$ cat config.mk
export PLATFORM = sky130hd
export DESIGN_NAME = panda_risc_v_long_inst_tracker_flat
export DESIGN_NICKNAME = d
export VERILOG_FILES = /design/src/rtl/panda_risc_v_long_inst_tracker_if.sv /design/src/rtl/panda_risc_v_long_inst_tracker.sv /design/src/flat_wrapper.sv
export SDC_FILE = /design/constraint.sdc
export NUM_CORES = 1
export LEC_CHECK = 0
export BUFFER_PORTS_ARGS = -buffer_cell sky130_fd_sc_hd__buf_2
export CAP_MARGIN = 20
export CORE_ASPECT_RATIO = 0.5
export CORE_MARGIN = 2
export CORE_UTILIZATION = 35
export DETAILED_ROUTE_END_ITERATION = 10
export GPL_TIMING_DRIVEN = 0
export PLACE_DENSITY = 0.58
export SETUP_SLACK_MARGIN = 0.1
export SLEW_MARGIN = 20
export SYNTH_ARGS = -nofsm -noshare
export SYNTH_HDL_FRONTEND = slang
export SYNTH_SLANG_ARGS = --single-unit
$ cat constraint.sdc
create_clock -name clk -period 2.7 [get_ports clk]
set_input_delay 0.135 -clock clk [delete_from_list [all_inputs] [get_ports clk]]
set_output_delay 0.135 -clock clk [all_outputs]
set_load 0.02 [all_outputs]
$ cat src/rtl/panda_risc_v_long_inst_tracker_if.sv
`default_nettype none
// ============================================================================
// Module      : panda_risc_v_long_inst_tracker_if
// Description : Dispatch-side bundle for the long-instruction tracker:
//               hazard checks, allocation handshake, write-back free, status.
// Revision    : 1.0 - initial release
// ============================================================================
interface panda_risc_v_long_inst_tracker_if #(
    parameter int TID_W = 2
);
    logic [4:0]       waw_dpc_check_rd_id;
    logic             rd_waw_dpc;
    logic [4:0]       raw_dpc_check_rs1_id;
    logic             rs1_raw_dpc;
    logic [4:0]       raw_dpc_check_rs2_id;
    logic             rs2_raw_dpc;
    logic [4:0]       s_alloc_rd_id;
    logic             s_alloc_rd_vld;
    logic             s_alloc_valid;
    logic             s_alloc_ready;
    logic [TID_W-1:0] s_alloc_tid;
    logic [TID_W-1:0] s_wb_tid;
    logic             s_wb_valid;
    logic [TID_W:0]   long_inst_cnt;
    logic             long_inst_empty;
    logic             tracker_err;

    // Dispatcher / write-back side
    modport master (
        output waw_dpc_check_rd_id, raw_dpc_check_rs1_id, raw_dpc_check_rs2_id,
        output s_alloc_rd_id, s_alloc_rd_vld, s_alloc_valid, s_wb_tid, s_wb_valid,
        input  rd_waw_dpc, rs1_raw_dpc, rs2_raw_dpc, s_alloc_ready, s_alloc_tid,
        input  long_inst_cnt, long_inst_empty, tracker_err
    );

    // Tracker side
    modport slave (
        input  waw_dpc_check_rd_id, raw_dpc_check_rs1_id, raw_dpc_check_rs2_id,
        input  s_alloc_rd_id, s_alloc_rd_vld, s_alloc_valid, s_wb_tid, s_wb_valid,
        output rd_waw_dpc, rs1_raw_dpc, rs2_raw_dpc, s_alloc_ready, s_alloc_tid,
        output long_inst_cnt, long_inst_empty, tracker_err
    );
endinterface
`default_nettype wire

$ cat src/rtl/panda_risc_v_long_inst_tracker.sv
`default_nettype none
// ============================================================================
// Module      : panda_risc_v_long_inst_tracker
// Description : Tracks in-flight long instructions (ld/st/mul/div) and supplies
//               RAW/WAW hazard flags. Optional macro
//               PANDA_RISC_V_LONG_INST_WB_BYPASS_EN masks entries freed this
//               cycle out of the hazard flags.
// Revision    : 1.0 - initial release
// ============================================================================
module panda_risc_v_long_inst_tracker #(
    parameter int LONG_INST_N = 4,
    parameter int TID_W       = 2
) (
    input  wire logic clk,
    input  wire logic sys_reset,
    panda_risc_v_long_inst_tracker_if.slave trk
);

    logic [LONG_INST_N-1:0] r_vld;
    logic [LONG_INST_N-1:0] r_rd_vld;
    logic [4:0]             r_rd_id [LONG_INST_N];
    logic [TID_W:0]         r_cnt;
    logic                   r_err;

    logic                   w_full;
    logic [TID_W-1:0]       w_alloc_tid;
    logic                   w_alloc_fire;
    logic                   w_wb_hit;
    logic                   w_free_fire;
    logic [LONG_INST_N-1:0] w_free_mask;
    logic [LONG_INST_N-1:0] w_rs1_hit;
    logic [LONG_INST_N-1:0] w_rs2_hit;
    logic [LONG_INST_N-1:0] w_waw_hit;

    assign w_full       = &r_vld;
    assign w_alloc_fire = trk.s_alloc_valid & ~w_full;
    assign w_wb_hit     = r_vld[trk.s_wb_tid];
    assign w_free_fire  = trk.s_wb_valid & w_wb_hit;

    // Lowest free index wins: scan downward so the last match is the lowest.
    always_comb begin
        w_alloc_tid = '0;
        for (int i = LONG_INST_N - 1; i >= 0; i--) begin
            if (!r_vld[i]) begin
                w_alloc_tid = TID_W'(i);
            end
        end
    end

    generate
        for (genvar i = 0; i < LONG_INST_N; i++) begin : g_entry
            logic w_live;
`ifdef PANDA_RISC_V_LONG_INST_WB_BYPASS_EN
            assign w_free_mask[i] = trk.s_wb_valid && (trk.s_wb_tid == TID_W'(i));
`else
            assign w_free_mask[i] = 1'b0;
`endif
            assign w_live       = r_vld[i] & r_rd_vld[i] & ~w_free_mask[i];
            assign w_rs1_hit[i] = w_live && (r_rd_id[i] == trk.raw_dpc_check_rs1_id);
            assign w_rs2_hit[i] = w_live && (r_rd_id[i] == trk.raw_dpc_check_rs2_id);
            assign w_waw_hit[i] = w_live && (r_rd_id[i] == trk.waw_dpc_check_rd_id);
        end
    endgenerate

    // x0 is never a real dependency, even if an entry recorded it.
    assign trk.rs1_raw_dpc = (|w_rs1_hit) && (trk.raw_dpc_check_rs1_id != 5'd0);
    assign trk.rs2_raw_dpc = (|w_rs2_hit) && (trk.raw_dpc_check_rs2_id != 5'd0);
    assign trk.rd_waw_dpc  = (|w_waw_hit) && (trk.waw_dpc_check_rd_id  != 5'd0);

    always_ff @(posedge clk) begin
        if (sys_reset) begin
            r_vld    <= '0;
            r_rd_vld <= '0;
            for (int i = 0; i < LONG_INST_N; i++) begin
                r_rd_id[i] <= 5'd0;
            end
            r_cnt <= '0;
            r_err <= 1'b0;
        end else begin
            // Free and allocate never collide: the target is a currently free slot.
            if (w_free_fire) begin
                r_vld[trk.s_wb_tid] <= 1'b0;
            end
            if (w_alloc_fire) begin
                r_vld[w_alloc_tid]    <= 1'b1;
                r_rd_vld[w_alloc_tid] <= trk.s_alloc_rd_vld;
                r_rd_id[w_alloc_tid]  <= trk.s_alloc_rd_id;
            end
            case ({w_alloc_fire, w_free_fire})
                2'b10:   r_cnt <= r_cnt + 1'b1;
                2'b01:   r_cnt <= r_cnt - 1'b1;
                default: r_cnt <= r_cnt;
            endcase
            if ((trk.s_alloc_valid & w_full) | (trk.s_wb_valid & ~w_wb_hit)) begin
                r_err <= 1'b1;
            end
        end
    end

    assign trk.s_alloc_ready   = ~w_full;
    assign trk.s_alloc_tid     = w_alloc_tid;
    assign trk.long_inst_cnt   = r_cnt;
    assign trk.long_inst_empty = (r_cnt == '0);
    assign trk.tracker_err     = r_err;

endmodule
`default_nettype wire

$ cat src/flat_wrapper.sv
// flat-port wrapper written by rule: the top's interface ports become plain ports
module panda_risc_v_long_inst_tracker_flat 
#(
    parameter int LONG_INST_N = 4,
    parameter int TID_W       = 2
)
  (clk, sys_reset, trk_waw_dpc_check_rd_id, trk_raw_dpc_check_rs1_id, trk_raw_dpc_check_rs2_id, trk_s_alloc_rd_id, trk_s_alloc_rd_vld, trk_s_alloc_valid, trk_s_wb_tid, trk_s_wb_valid, trk_rd_waw_dpc, trk_rs1_raw_dpc, trk_rs2_raw_dpc, trk_s_alloc_ready, trk_s_alloc_tid, trk_long_inst_cnt, trk_long_inst_empty, trk_tracker_err);
  panda_risc_v_long_inst_tracker_if #(.TID_W(TID_W)) trk_i ();
  input  wire logic clk;
  input  wire logic sys_reset;
  input wire logic [$bits(trk_i.waw_dpc_check_rd_id)-1:0] trk_waw_dpc_check_rd_id;
  input wire logic [$bits(trk_i.raw_dpc_check_rs1_id)-1:0] trk_raw_dpc_check_rs1_id;
  input wire logic [$bits(trk_i.raw_dpc_check_rs2_id)-1:0] trk_raw_dpc_check_rs2_id;
  input wire logic [$bits(trk_i.s_alloc_rd_id)-1:0] trk_s_alloc_rd_id;
  input wire logic [$bits(trk_i.s_alloc_rd_vld)-1:0] trk_s_alloc_rd_vld;
  input wire logic [$bits(trk_i.s_alloc_valid)-1:0] trk_s_alloc_valid;
  input wire logic [$bits(trk_i.s_wb_tid)-1:0] trk_s_wb_tid;
  input wire logic [$bits(trk_i.s_wb_valid)-1:0] trk_s_wb_valid;
  output wire logic [$bits(trk_i.rd_waw_dpc)-1:0] trk_rd_waw_dpc;
  output wire logic [$bits(trk_i.rs1_raw_dpc)-1:0] trk_rs1_raw_dpc;
  output wire logic [$bits(trk_i.rs2_raw_dpc)-1:0] trk_rs2_raw_dpc;
  output wire logic [$bits(trk_i.s_alloc_ready)-1:0] trk_s_alloc_ready;
  output wire logic [$bits(trk_i.s_alloc_tid)-1:0] trk_s_alloc_tid;
  output wire logic [$bits(trk_i.long_inst_cnt)-1:0] trk_long_inst_cnt;
  output wire logic [$bits(trk_i.long_inst_empty)-1:0] trk_long_inst_empty;
  output wire logic [$bits(trk_i.tracker_err)-1:0] trk_tracker_err;
  assign trk_i.waw_dpc_check_rd_id = trk_waw_dpc_check_rd_id;
  assign trk_i.raw_dpc_check_rs1_id = trk_raw_dpc_check_rs1_id;
  assign trk_i.raw_dpc_check_rs2_id = trk_raw_dpc_check_rs2_id;
  assign trk_i.s_alloc_rd_id = trk_s_alloc_rd_id;
  assign trk_i.s_alloc_rd_vld = trk_s_alloc_rd_vld;
  assign trk_i.s_alloc_valid = trk_s_alloc_valid;
  assign trk_i.s_wb_tid = trk_s_wb_tid;
  assign trk_i.s_wb_valid = trk_s_wb_valid;
  assign trk_rd_waw_dpc = trk_i.rd_waw_dpc;
  assign trk_rs1_raw_dpc = trk_i.rs1_raw_dpc;
  assign trk_rs2_raw_dpc = trk_i.rs2_raw_dpc;
  assign trk_s_alloc_ready = trk_i.s_alloc_ready;
  assign trk_s_alloc_tid = trk_i.s_alloc_tid;
  assign trk_long_inst_cnt = trk_i.long_inst_cnt;
  assign trk_long_inst_empty = trk_i.long_inst_empty;
  assign trk_tracker_err = trk_i.tracker_err;
  panda_risc_v_long_inst_tracker #(.LONG_INST_N(LONG_INST_N), .TID_W(TID_W)) u_core (.clk(clk), .sys_reset(sys_reset), .trk(trk_i));
endmodule
* After elaboration in Yosys (flattened, before gate mapping)
Memory sizes are Yosys's and may differ from the RTL's.
Cells that the tools add are included.
** Word-level totals
- Memories :: 1
- Output and inout bits :: 11
- Register bits after elaboration :: 12
- RAM bits :: 20
** Operators by class
- Bitwise logic cells :: 14
- Reduce and logical (&&, ||, !) cells :: 27
- $add $sub $neg :: 2
- Muxes and demuxes :: 23
- Equality and inequality tests :: 14
- Order comparisons :: 4
** Memories
- u_core.r_rd_id :: depth 4, width 5, read ports 4, clocked after Yosys merged registers in 0, write ports 4, RTL line panda_risc_v_long_inst_tracker.sv:21 : logic [4:0] r_rd_id [LONG_INST_N];
** Operator list (number)
- equality test 5 bit :: 12
- logical AND 1 bit :: 17
- nonzero test 5 bit :: 3
- 2-to-1 mux 4 bit :: 3
- OR reduction 4 bit :: 3
- 2-to-1 mux 2 bit :: 5
- 2-to-1 mux 1 bit :: 9
- AND 1 bit :: 8
- less-than comparator 2 x 3 -> 1 bit, second input constant :: 2
- one-hot mux 3 bit (2 select lines) :: 1
- 2-to-1 mux 5 bit :: 1
- OR reduction 5 bit :: 1
- AND 4 bit :: 1
- bitwise mux 4 bit :: 1
- demux 1 bit (select 2 bit) :: 2
- greater-or-equal comparator 2 x 1 -> 1 bit, second input constant :: 2
- NOT 4 bit :: 1
- bitwise OR 4 bit :: 1
- AND reduction 4 bit :: 1
- adder 3 x 1 -> 3 bit, second input constant :: 1
- logical NOT 3 bit :: 1
- subtractor 3 x 1 -> 3 bit, second input constant :: 1
- binary-select mux 1 bit (select 2 bit) :: 1
- equality test 2 x 1 -> 1 bit, second input constant :: 1
- 4 further kinds :: 5

* Depth between registers and ports, before layout
Gate-level depths: netlist (run 1).
- Depth in word-level cells :: 10
- Mapped depth :: 9
- Gate-level depth less buffers :: 8

* Least setup slack after synthesis (run 1)
OpenSTA, ideal clock, no wires.
- Path kind :: flip-flop to flip-flop
- From :: register u_core.r_vld[0]
- To :: register u_core.r_cnt[2], in the netlist u_core.trk.long_inst_cnt[2]
- Setup time :: 70 ps
- Period minus slack after synthesis :: 2103 ps
- Cell stages (with the launch flop) :: 10
- Path slack :: 597 ps
- Arrival :: 2033 ps
- Cells stage by stage :: dfxtp_1 buf_6 nand4_1 nand2_1 ha_1 inv_1 fa_1 xor2_1 or3_1 a21oi_1
** On the way
- Cells in the longest elaborated chain, start to end :: 5
** Ends and longest elaborated chain
- from (decl) :: RTL line panda_risc_v_long_inst_tracker.sv:19 : logic [LONG_INST_N-1:0] r_vld;
- from (signal assigned) :: RTL line panda_risc_v_long_inst_tracker.sv:72 : r_vld <= '0;
- from (signal, indexed assignment) :: RTL line panda_risc_v_long_inst_tracker.sv:82 : r_vld[trk.s_wb_tid] <= 1'b0;
- from (signal, indexed assignment) :: RTL line panda_risc_v_long_inst_tracker.sv:85 : r_vld[w_alloc_tid] <= 1'b1;
- AND reduction 4 bit * :: RTL line panda_risc_v_long_inst_tracker.sv:35 : assign w_full = &r_vld;
- NOT 1 bit *
- via trk_s_alloc_ready :: RTL line flat_wrapper.sv:22 : output wire logic [$bits(trk_i.s_alloc_ready)-1:0] trk_s_alloc_ready;
- AND 1 bit * :: RTL line panda_risc_v_long_inst_tracker.sv:36 : assign w_alloc_fire = trk.s_alloc_valid & ~w_full;
- equality test 2 x 1 -> 1 bit / equality test 2 bit (equally long branches) :: RTL line panda_risc_v_long_inst_tracker.sv:89 : case ({w_alloc_fire, w_free_fire})
- one-hot mux 3 bit (2 select lines) / nonzero test 2 bit (equally long branches)
- to (signal assigned) :: RTL line panda_risc_v_long_inst_tracker.sv:90 : 2'b10: r_cnt <= r_cnt + 1'b1;
- to (signal assigned) :: RTL line panda_risc_v_long_inst_tracker.sv:91 : 2'b01: r_cnt <= r_cnt - 1'b1;
- to (signal assigned) :: RTL line panda_risc_v_long_inst_tracker.sv:92 : default: r_cnt <= r_cnt;
- to (decl) :: RTL line panda_risc_v_long_inst_tracker.sv:22 : logic [TID_W:0] r_cnt;
Mark *: on every way through the listed nets, which the timed path passes. The rest lies on a longest branch. The select of a mux whose other input is x is not followed.
A chain may end at the register's enable or synchronous reset.

* Final worst setup path (run 1)
- From :: register u_core.r_vld[1]
- To :: register u_core.r_cnt[2], in the netlist u_core.trk.long_inst_cnt[2]
** On the way
- Cells in the longest elaborated chain, start to end :: 5
** Ends and longest elaborated chain (RTL line)
- binary-select mux 1 bit (select 2 bit) / AND reduction 4 bit (equally long branches) :: panda_risc_v_long_inst_tracker.sv:37, panda_risc_v_long_inst_tracker.sv:35
- 2-to-1 mux 1 bit (not written as such) / NOT 1 bit (equally long branches) :: panda_risc_v_long_inst_tracker.sv:37, panda_risc_v_long_inst_tracker.sv:36
- AND 1 bit (on tied branches) :: panda_risc_v_long_inst_tracker.sv:38, panda_risc_v_long_inst_tracker.sv:36
- equality test 2 x 1 -> 1 bit / equality test 2 bit (equally long branches) :: panda_risc_v_long_inst_tracker.sv:89
- one-hot mux 3 bit (2 select lines) / nonzero test 2 bit (equally long branches)
Several ways; a longest one is shown, not always the timed one. The select of a mux whose other input is x is not followed.

==> impl_metrics.json, run 1 <==
{
  "status": "finished, final reports clean",
  "cts_root_buf": "clkbuf_16",
  "drt_wl_total_mm": 4.74,
  "setup.worst_path.end_class": "flop",
  "grt_pass1_wl_mm": 7.54,
  "fin_crit_ns": 2.17,
  "htreeDepth": 2,
  "ir_drop_mv": 0.574,
  "path_class": "flop to flop",
  "synth_area_per_cell_um2": 9.39,
  "antenna_found_initial": 0,
  "cts.sinks": 32,
  "synth_cell_types": 28,
  "dr.pass1.iters": 4,
  "core_mm2": 0.00601,
  "viasPerCell": 4.78,
  "vias": 1612,
  "crit_required_ns": 2.90,
  "global_route.overflow_total": 0,
  "synth_top_area_cell": "edfxtp_1",
  "crit_fanout": 8,
  "cellLeakagePower_uw": 0.000945,
  "cts_tree": "yes",
  "grt_pass1_vias": 1556,
  "cts_buffer_depth": 2,
  "multiInputGateArea_mm2": 0.00121,
  "nNetsFinal": 288,
  "dieArea_mm2": 0.00686,
  "die_w_um": 115,
  "cts-buffers-inserted": 5,
  "drc": 0,
  "rsz0062_at_grt": "false",
  "syn_to_final_growth_pct": 17.1,
  "syn_area_mm2": 0.00216,
  "setup_viol": 0,
  "cts_hold_buf": 0,
  "synthTopCellsByArea": "edfxtp_1, xnor2_1, dfxtp_1",
  "grt_start_max_net_pins": 11,
  "fin_util_pct": 42.1,
  "antennaDiodeCount": 0,
  "worst_clock_skew_ns": 0.00319,
  "yosysWarningCount": 0,
  "finalHoldViolCount": 0,
  "clock_latency_ns": 0.27,
  "start_util_pct": 36.0,
  "min_period_over_period_pct": 80.5,
  "seq_area_frac_synth_pct": 38.9,
  "drive_above_1_share_pct": 18.1,
  "yosysMostFrequentCell": "xnor2_1",
  "finalMaxSlewViolations": 0,
  "clkTransAtPathRegs_ns": 0.05,
  "ys_seq_elements": 32,
  "die_h_um": 59.6,
  "tightest_slew_ns": 0.458,
  "register_area_um2": 841,
  "grt_use_total_pct": 14.8,
  "cp-start-kind": "flop",
  "place_hpwl_mm": 3.86,
  "synth.top_cell.area_share_pct": 27.8,
  "drv_cap": 0,
  "post-cts-setup-buffers": 0,
  "syn_nets": 259,
  "slew_headroom_pct": 69.5,
  "cts_resized": 0,
  "fin_setup_tns_ns": 0,
  "synthArstFlopShare_pct": 0,
  "drtIter0Drc": 59,
  "netlist_instances": 230,
  "ys_top_cells_by_count": "xnor2_1, and2_1, edfxtp_1, nor3_1, nor2_1",
  "io_pins": 38,
  "synth_edf_count": 20,
  "cp_data_arrival_time_ns": 2.38,
  "num_rows": 20,
  "synth_flop_cell": "edfxtp_1",
  "final_antenna_net_count": 0,
  "fillers": 593,
  "p_per_area_mw_per_mm2": 569,
  "max_freq_mhz": 460,
  "gp_congestion": 0.830,
  "min_path_type": "input pin to flop",
  "routedWlPerCell_um": 14.1,
  "io_buffers": 22
}
registers in the layout, summed over array words and instances, names as in the netlist:
signal	flops
u_core.r_rd_id	20
u_core.r_rd_vld	4
u_core.r_vld	4
u_core.trk.long_inst_cnt	3
u_core.trk.tracker_err	1
metrics by stage:
step           cells  hold slack (ns)  area, um^2  setup WS [ns]  power (uW)
2_1_floorplan    230            0.279        2160          0.597         763
3_3_place_gp     329            0.443        2370          0.601         815
3_5_place_dp     329            0.450        2370          0.569         825
4_1_cts          337            0.162        2530          0.552        1450
5_1_grt          337            0.166        2530          0.392        1500
6_report         337            0.167        2530          0.526        1440
cell families after synthesis:
kind of cell	synth area share [%]
XOR/XNOR	25.1
adder cells (fa/ha/maj)	1.51
AND/OR/NAND/NOR	22.9
multiplexers	2.90
AO/OA/AOI/OAI	3.59
flip-flops	38.9
buffers and inverters	5.04
power breakdown:
group / switching (uW) / internal [uW] / total (uW)
combinational: 119 / 109 / 227
sequential: 35.7 / 551 / 587
clock: 192 / 433 / 625
total: 346 / 1090 / 1440
layout make-up:
cell class,count,area share [%]
flip-flops and latches,32,33.2
clock inverters,2,1.38
plain buffers,18,3.71
clock buffers,6,5.09
multi-input cells,176,47.8
inverters,4,0.593
repair buffers,22,4.35
well taps,77,3.81
layout by cell type, fill, tap and decap left out:
master	count
bufinv_16	1
nand3_1	1
nor4_1	3
clkinv_2	1
mux2i_1	4
a21boi_0	1
buf_6	1
and2_2	1
edfxtp_1	20
ha_1	1
nor3_1	17
mux4_2	1
clkbuf_1	3
dfxtp_1	12
inv_1	4
o21ai_0	4
xnor2_1	48
nor2b_1	1
nand2b_1	7
clkbuf_16	5
nor2_1	16
nand4b_1	1
or3_1	2
nand4_1	13
and2_1	20
nand2_1	9
buf_2	37
fa_1	1
xor2_1	14
a21oi_1	10
nand3b_1	1
routing by layer:
layer / routed length [um] / global-route usage (%)
met4: 24 / 5.34
met3: 163 / 4.19
met1: 2300 / 18.4
met5: 0 / 0
met2: 2250 / 25.2
critical path: stages, from the launching register on:
cell     delay [ns]
dfxtp_1        0.46
mux4_2         0.30
and2_2         0.14
ha_1           0.17
inv_1          0.06
fa_1           0.37
xor2_1         0.16
or3_1          0.31
a21oi_1        0.14
worst paths after layout:
| check | from | to | slack [ns] | cells past startpoint |
|---|---|---|---|---|
| worst min register to register | u_core.trk.tracker_err | u_core.trk.tracker_err | 0.48 | 2 |
| worst max register to register | u_core.r_vld[1] | u_core.trk.long_inst_cnt[2] | 0.53 | 8 |
| worst max-delay path | u_core.r_vld[1] | u_core.trk.long_inst_cnt[2] | 0.53 | 8 |
| worst min-delay path | trk_s_alloc_rd_vld | u_core.r_rd_vld[1] | 0.17 | 3 |
(Power assumes the default switching activity.)
==> run 2, diff against run 1 <==
--- a/config.mk
+++ b/config.mk
@@ -5,6 +5,7 @@
 export SDC_FILE = /design/constraint.sdc
 export NUM_CORES = 1
 export LEC_CHECK = 0
+export ABC_AREA = 1
 export BUFFER_PORTS_ARGS = -buffer_cell sky130_fd_sc_hd__buf_2
 export CAP_MARGIN = 20
 export CORE_ASPECT_RATIO = 0.5
@@ -12,7 +13,7 @@
 export CORE_UTILIZATION = 35
 export DETAILED_ROUTE_END_ITERATION = 10
 export GPL_TIMING_DRIVEN = 0
-export PLACE_DENSITY = 0.58
+export PLACE_DENSITY = 0.59
 export SETUP_SLACK_MARGIN = 0.1
 export SLEW_MARGIN = 20
 export SYNTH_ARGS = -nofsm -noshare
==> constraint.sdc (replaced) <==
create_clock -name clk -period 1.8 [get_ports clk]
set_input_delay 0.09 -clock clk [delete_from_list [all_inputs] [get_ports clk]]
set_output_delay 0.09 -clock clk [all_outputs]
set_load 0.02 [all_outputs]
==> run 2 against run 1 <==
The flow now finishes with violations (setup timing). Sequential power rose by 49%. Critical path depth rose by 3. Area after synthesis rose by 17%. Clock skew rose by 0.00099 ns. Die area rose by 16%. Clock power rose by 51%. First-iteration DRC count rose to 3.5 times the previous value. Register-to-register slack got worse by 0.59 ns. Non-clock buffer count rose by 5. Routed wire length rose by 53%. Highest routed layer unchanged.
==> impl_metrics.json, run 2 <==
{
  "status": "finished, violations left",
  "violations": "setup timing",
  "clkTransAtPathRegs_ns": 0.05,
  "die_h_um": 64.1,
  "fin_setup_tns_ns": -0.0605,
  "crit_required_ns": 1.97,
  "fin_ws_ns": -0.0605,
  "global_route.overflow_total": 0,
  "synth_top_area_cell": "nand2_1",
  "syn_to_final_growth_pct": 22.7,
  "min_path_type": "input pin to flop",
  "reg_top3": "u_core.r_rd_id: 20 flops, u_core.r_rd_vld: 4 flops, u_core.r_vld: 4 flops",
  "num_rows": 21,
  "slew_headroom_pct": 81.8,
  "nNetsFinal": 502,
  "antennaDiodeCount": 0,
  "rsz0062_at_grt": "true",
  "ir_drop_mv": 0.430,
  "antenna_found_initial": 0,
  "seq_area_frac_synth_pct": 33.2,
  "synth_flop_cell": "edfxtp_1",
  "final_antenna_net_count": 0,
  "syn_area_mm2": 0.00253,
  "clock_latency_ns": 0.27,
  "synth_edf_count": 20,
  "rr_startpoint": "u_core.r_vld[3]",
  "yosysMostFrequentCell": "nand2_1",
  "drt_wl_total_mm": 7.23,
  "tightest_slew_ns": 0.272,
  "cts_root_buf": "clkbuf_16",
  "dieArea_mm2": 0.00797,
  "vias": 2638,
  "path_class": "flop to flop",
  "largest-register": "u_core.r_rd_id",
  "drive_above_1_share_pct": 19.0,
  "placed_area_mm2": 0.00284,
  "place_hpwl_mm": 5.68,
  "hold_end": "u_core.r_rd_vld[2]",
  "grt_pass1_vias": 2517,
  "p_per_area_mw_per_mm2": 716,
  "fin_hold_ws_ns": 0.112,
  "start_util_pct": 37.0,
  "ys_top_cells_by_count": "nand2_1, nor2_1, inv_1, nand3_1, edfxtp_1",
  "final_cell_mix": "nand2_1, nor2_1, inv_1, buf_2, nand3_1",
  "cp-start-kind": "flop",
  "largest_register_ffs": 20,
  "synth.top_cell.area_share_pct": 27.2,
  "gp_congestion": 0.882,
  "cp_slowest_cell": "fa_2",
  "grt_pass1_wl_mm": 12.2,
  "min_from": "trk_s_alloc_rd_vld",
  "netlist_instances": 423,
  "cts_tree": "yes",
  "yosysWarningCount": 0,
  "synthArstFlopShare_pct": 0,
  "synth_cell_types": 27,
  "finalInstanceArea_mm2": 0.00311,
  "synthTopCellsByArea": "nand2_1, edfxtp_1, nor2_1",
  "cts.sinks": 32,
  "ys_seq_elements": 32,
  "slowest_delay_ns": 0.38,
  "synth_area_per_cell_um2": 5.98,
  "min_period_over_period_pct": 103,
  "die_w_um": 124,
  "syn_nets": 452,
  "drv_cap": 0,
  "grt_use_total_pct": 19.3,
  "htreeDepth": 2,
  "grt_start_max_net_pins": 11,
  "core_mm2": 0.00683,
  "crit_fanout": 4,
  "cts_buffer_depth": 2,
  "drtIter0Drc": 205,
  "cellLeakagePower_uw": 0.00169,
  "cp_data_arrival_time_ns": 2.03,
  "fin_util_pct": 45.5,
  "io_pins": 38,
  "cts-buffers-inserted": 5,
  "rrSetupSlack_ns": -0.06,
  "setup_viol": 1,
  "r2r_end": "u_core.trk.long_inst_cnt[2]",
  "hold_path_depth": 3,
  "crit_chain": "nand2_1 > nand2_1 > nand2_2 > a21oi_2 > ha_2 > inv_2 > fa_2 > a21oi_2 > o21ai_2 > o21ai_1 > a21oi_1",
  "setup.worst_path.end_class": "flop",
  "drc": 0,
  "mostFrequentLayoutCell": "nand2_1",
  "fin_crit_ns": 1.86,
  "viasPerCell": 4.66,
  "max_freq_mhz": 537,
  "finalHoldViolCount": 0,
  "fillers": 753,
  "dr.pass1.iters": 4,
  "reg2reg_depth": 11,
  "finalMaxSlewViolations": 0,
  "worst_clock_skew_ns": 0.00418,
  "io_buffers": 36,
  "routedWlPerCell_um": 12.8
}
run 2: changes by cell type in the layout (fill, tap and decap cells not counted), moves of 8 or more:
| cell | delta |
|---|---|
| nand2_1 | +167 |
| nor2_1 | +53 |
| inv_1 | +52 |
| xnor2_1 | -48 |
| nand3_1 | +21 |
| and2_1 | -20 |
| xor2_1 | -14 |
| nor3_1 | -13 |
| nand4_1 | -12 |
| buf_4 | +10 |
| inv_2 | +8 |
run 2: per-stage QoR:
step | power (uW) | setup WS (ns) | cells
after global routing | 2340 | -0.186 | 566
after CTS | 2230 | 0.0106 | 561
after floorplan | 1130 | 0.115 | 423
after detailed placement | 1280 | -0.0490 | 551
after global placement | 1280 | -0.0200 | 551
final | 2220 | -0.0605 | 566
run 2: worst max path at each step:
| stage | start | end | cells after the start |
|---|---|---|---|
| detailed placement | u_core.r_vld[1] | u_core.trk.long_inst_cnt[2] | 11 |
| CTS | u_core.r_vld[1] | u_core.trk.long_inst_cnt[2] | 11 |
| global route | u_core.r_vld[3] | u_core.trk.long_inst_cnt[2] | 11 |
| finish | u_core.r_vld[3] | u_core.trk.long_inst_cnt[2] | 11 |
| floorplan | u_core.r_vld[0] | u_core.trk.long_inst_cnt[2] | 11 |
| global placement | u_core.r_vld[1] | u_core.trk.long_inst_cnt[2] | 11 |
run 2: cell families after synthesis:
logic type	synth area share, %
simple gates	48.4
buf+inv	10.4
flops	33.2
fa+ha+maj	1.29
compound gates	6.68
run 2: final cells by class:
class                   count  area, um^2  share of cell area, %
plain buffers               2        16.3                  0.524
clock buffers               6         129                   4.15
clock inverters             2        35.0                   1.13
inverters                  65         249                   8.02
multi-input cells         324        1470                   47.3
flip-flops and latches     32         853                   27.5
well taps                  92         115                   3.71
repair buffers             43         240                   7.74
run 2: metal layers:
layer / vias up / track usage, % / wire [um]
met3: 8 / 3.10 / 312
met5: - / 0 / 0
li1: 1401 / - / -
met4: 0 / 7.58 / 80
met2: 65 / 30.1 / 3070
met1: 1164 / 27.0 / 3770
run 2: critical path, delay by kind of cell (launching register included):
| family | cells | cell delay (ns) |
|---|---|---|
| buffers and inverters | 1 | 0.05 |
| adder cells (fa/ha/maj) | 2 | 0.58 |
| flip-flops | 1 | 0.36 |
| AO/OA/AOI/OAI | 5 | 0.58 |
| AND/OR/NAND/NOR | 3 | 0.20 |
run 2: repair_timing:
item,in CTS,in global routing
setup buffers,2,5
pin swaps,2,12
gates resized for setup,4,20
hold buffers,0,0
setup endpoints to repair,1,10
run 2: where the power goes:
part           internal [uW]  switching, uW  total [uW]
combinational            139            272         411
sequential               824           48.7         872
clock                    649            291         941
total                   1610            612        2220
==> run 3, diff against run 2 <==
--- a/config.mk
+++ b/config.mk
@@ -13,7 +13,7 @@
 export CORE_UTILIZATION = 35
 export DETAILED_ROUTE_END_ITERATION = 10
 export GPL_TIMING_DRIVEN = 0
-export PLACE_DENSITY = 0.59
+export PLACE_DENSITY = 0.57
 export SETUP_SLACK_MARGIN = 0.1
 export SLEW_MARGIN = 20
 export SYNTH_ARGS = -nofsm -noshare
==> constraint.sdc (replaced) <==
create_clock -name clk -period 2 [get_ports clk]
set_input_delay 0.1 -clock clk [delete_from_list [all_inputs] [get_ports clk]]
set_output_delay 0.1 -clock clk [all_outputs]
set_load 0.02 [all_outputs]
==> run 3 against run 2 <==
The flow now finishes without violations. Non-clock buffer count shrank 5. Sequential power shrank 10%. Sequential share of layout area grew 0.53 points. Via count shrank 2.7%.
==> impl_metrics.json, run 3 (synthesis gave the netlist of run 2 again) <==
{
  "status": "finished, final reports clean",
  "cp_data_arrival_time_ns": 1.95,
  "p_per_area_mw_per_mm2": 653,
  "cp-start-kind": "flop",
  "place_hpwl_mm": 5.75,
  "fin_crit_ns": 1.78,
  "slowest_delay_ns": 0.38,
  "viasPerCell": 4.58,
  "drv_cap": 0,
  "dieArea_mm2": 0.00797,
  "cts-buffers-inserted": 5,
  "clock_latency_ns": 0.28,
  "path_buf_inv": 1,
  "grt_pass1_vias": 2403,
  "path_class": "flop to flop",
  "crit_chain": "nand2_2 > nand2_2 > nand2_4 > a21oi_2 > ha_2 > inv_2 > fa_2 > a21oi_2 > o21ai_1 > o21ai_1 > a21oi_1",
  "final_cell_mix": "nand2_1, nor2_1, inv_1, buf_2, nand3_1",
  "clkPwrFrac_pct": 42.5,
  "cellLeakagePower_uw": 0.00166,
  "antenna_found_initial": 0,
  "clkTransAtPathRegs_ns": 0.05,
  "cts.sinks": 32,
  "finalMaxSlewViolations": 0,
  "dr.pass1.iters": 5,
  "tightest_slew_ns": 0.260,
  "die_h_um": 64.1,
  "grt_start_max_net_pins": 11,
  "grt_use_total_pct": 18.8,
  "finalHoldViolCount": 0,
  "vias": 2567,
  "core_mm2": 0.00683,
  "io_buffers": 36,
  "mostFrequentLayoutCell": "nand2_1",
  "final_antenna_net_count": 0,
  "power.share.combinational_pct": 18.0,
  "largest_register_ffs": 20,
  "slew_headroom_pct": 82.6,
  "drt_wl_total_mm": 7.02,
  "power.share.sequential_pct": 39.5,
  "cts_root_buf": "clkbuf_16",
  "ir_drop_mv": 0.340,
  "htreeDepth": 2,
  "cts_buffer_depth": 2,
  "grt_pass1_wl_mm": 12.0,
  "cp_slowest_cell": "dfxtp_4",
  "routedWlPerCell_um": 12.5,
  "io_pins": 38,
  "cts_tree": "yes",
  "drc": 0,
  "die_w_um": 124,
  "drtIter0Drc": 295,
  "num_rows": 21,
  "min_path_type": "input pin to flop",
  "syn_to_final_growth_pct": 20.4,
  "largest-register": "u_core.r_rd_id",
  "gp_congestion": 0.911,
  "max_freq_mhz": 560,
  "switching_share_pct": 27.3,
  "worst_clock_skew_ns": 0.00507,
  "cts_hold_buf": 0,
  "antennaDiodeCount": 0,
  "p_int_uw": 1450,
  "drive_above_1_share_pct": 16.0,
  "rsz0062_at_grt": "false",
  "setup.worst_path.end_class": "flop",
  "crit_fanout": 6,
  "placed_cells": 551,
  "crit_family": "adder cells",
  "start_util_pct": 37.0,
  "final_cells": 561,
  "fin_setup_tns_ns": 0,
  "crit_required_ns": 2.16,
  "global_route.overflow_total": 0,
  "min_period_over_period_pct": 89.2,
  "switchingPower_uw": 544,
  "nNetsFinal": 497,
  "reg_top3": "u_core.r_rd_id: 20 flops, u_core.r_rd_vld: 4 flops, u_core.r_vld: 4 flops",
  "setup_viol": 0
}
[run 3: cell types whose count changed in the layout (fill, tap and decap cells not counted), sizes merged]
cell / before / now
inv: 65 / 64
buf: 45 / 40
clkinv: 1 / 2
[run 3: timing repair]
| action | CTS | global route |
|---|---|---|
| gates resized for setup | 9 | 12 |
| setup buffers | 0 | 2 |
| endpoints found under the hold margin | 0 | 0 |
| setup endpoints to repair | 1 | 1 |
| gates cloned | 0 | 0 |
| pin swaps | 0 | 6 |
[run 3: worst reg2reg max path, cell delays in order, from the launching register on]
cell and delay, ns:
dfxtp_4 0.38, nand2_2 0.06, nand2_2 0.08, nand2_4 0.05
a21oi_2 0.14, ha_2 0.18, inv_2 0.04, fa_2 0.36
a21oi_2 0.11, o21ai_1 0.08, o21ai_1 0.13, a21oi_1 0.05
[run 3: worst paths after layout]
check | startpoint | slack, ns | depth (start not counted) | end
worst max register to register | u_core.r_vld[0] | 0.22 | 11 | u_core.trk.long_inst_cnt[2]
worst min register to register | u_core.r_rd_vld[2] | 0.47 | 2 | u_core.r_rd_vld[2]
worst min-delay path | trk_s_alloc_rd_vld | 0.12 | 3 | u_core.r_rd_vld[2]
worst max-delay path | u_core.r_vld[0] | 0.22 | 11 | u_core.trk.long_inst_cnt[2]
[run 3: power groups by stage]
stage          sequential [uW]  clock (uW)  combinational [uW]
2_1_floorplan              791           0                 223
3_3_place_gp               799           0                 348
3_5_place_dp               800           0                 348
4_1_cts                    787         860                 351
5_1_grt                    791         898                 413
6_report                   785         847                 358
[run 3: per-stage QoR]
stage / setup slack, ns / utilization [%] / power (uW) / area (um^2) / hold slack [ns]
finish: 0.215 / 44.6 / 1990 / 3050 / 0.121
global route: 0.0905 / 44.6 / 2100 / 3050 / 0.132
CTS: 0.121 / 44.0 / 2000 / 3000 / 0.113
detailed placement: -0.0407 / 41.4 / 1150 / 2830 / 0.405
global placement: -0.0290 / 41.4 / 1150 / 2830 / 0.408
floorplan: 0.110 / - / 1010 / 2530 / 0.169
[run 3: metal layers]
metal  vias to the layer above  share of wire, %  global-route usage, %
met2                        76                42                   30.5
met5                         -                 0                      0
met4                         0               1.1                   4.63
li1                       1389                 -                      -
met3                        11               8.2                   3.02
met1                      1091                49                   26.5
[run 3: cell type report]
type	instances	area, um^2
clock buffer	6	129
tap	92	115
sequential	32	853
fill	748	3780
buffer	2	16.3
multi-input combinational	324	1450
timing repair buffer	38	195
inverter	65	249
clock inverter	2	35.0
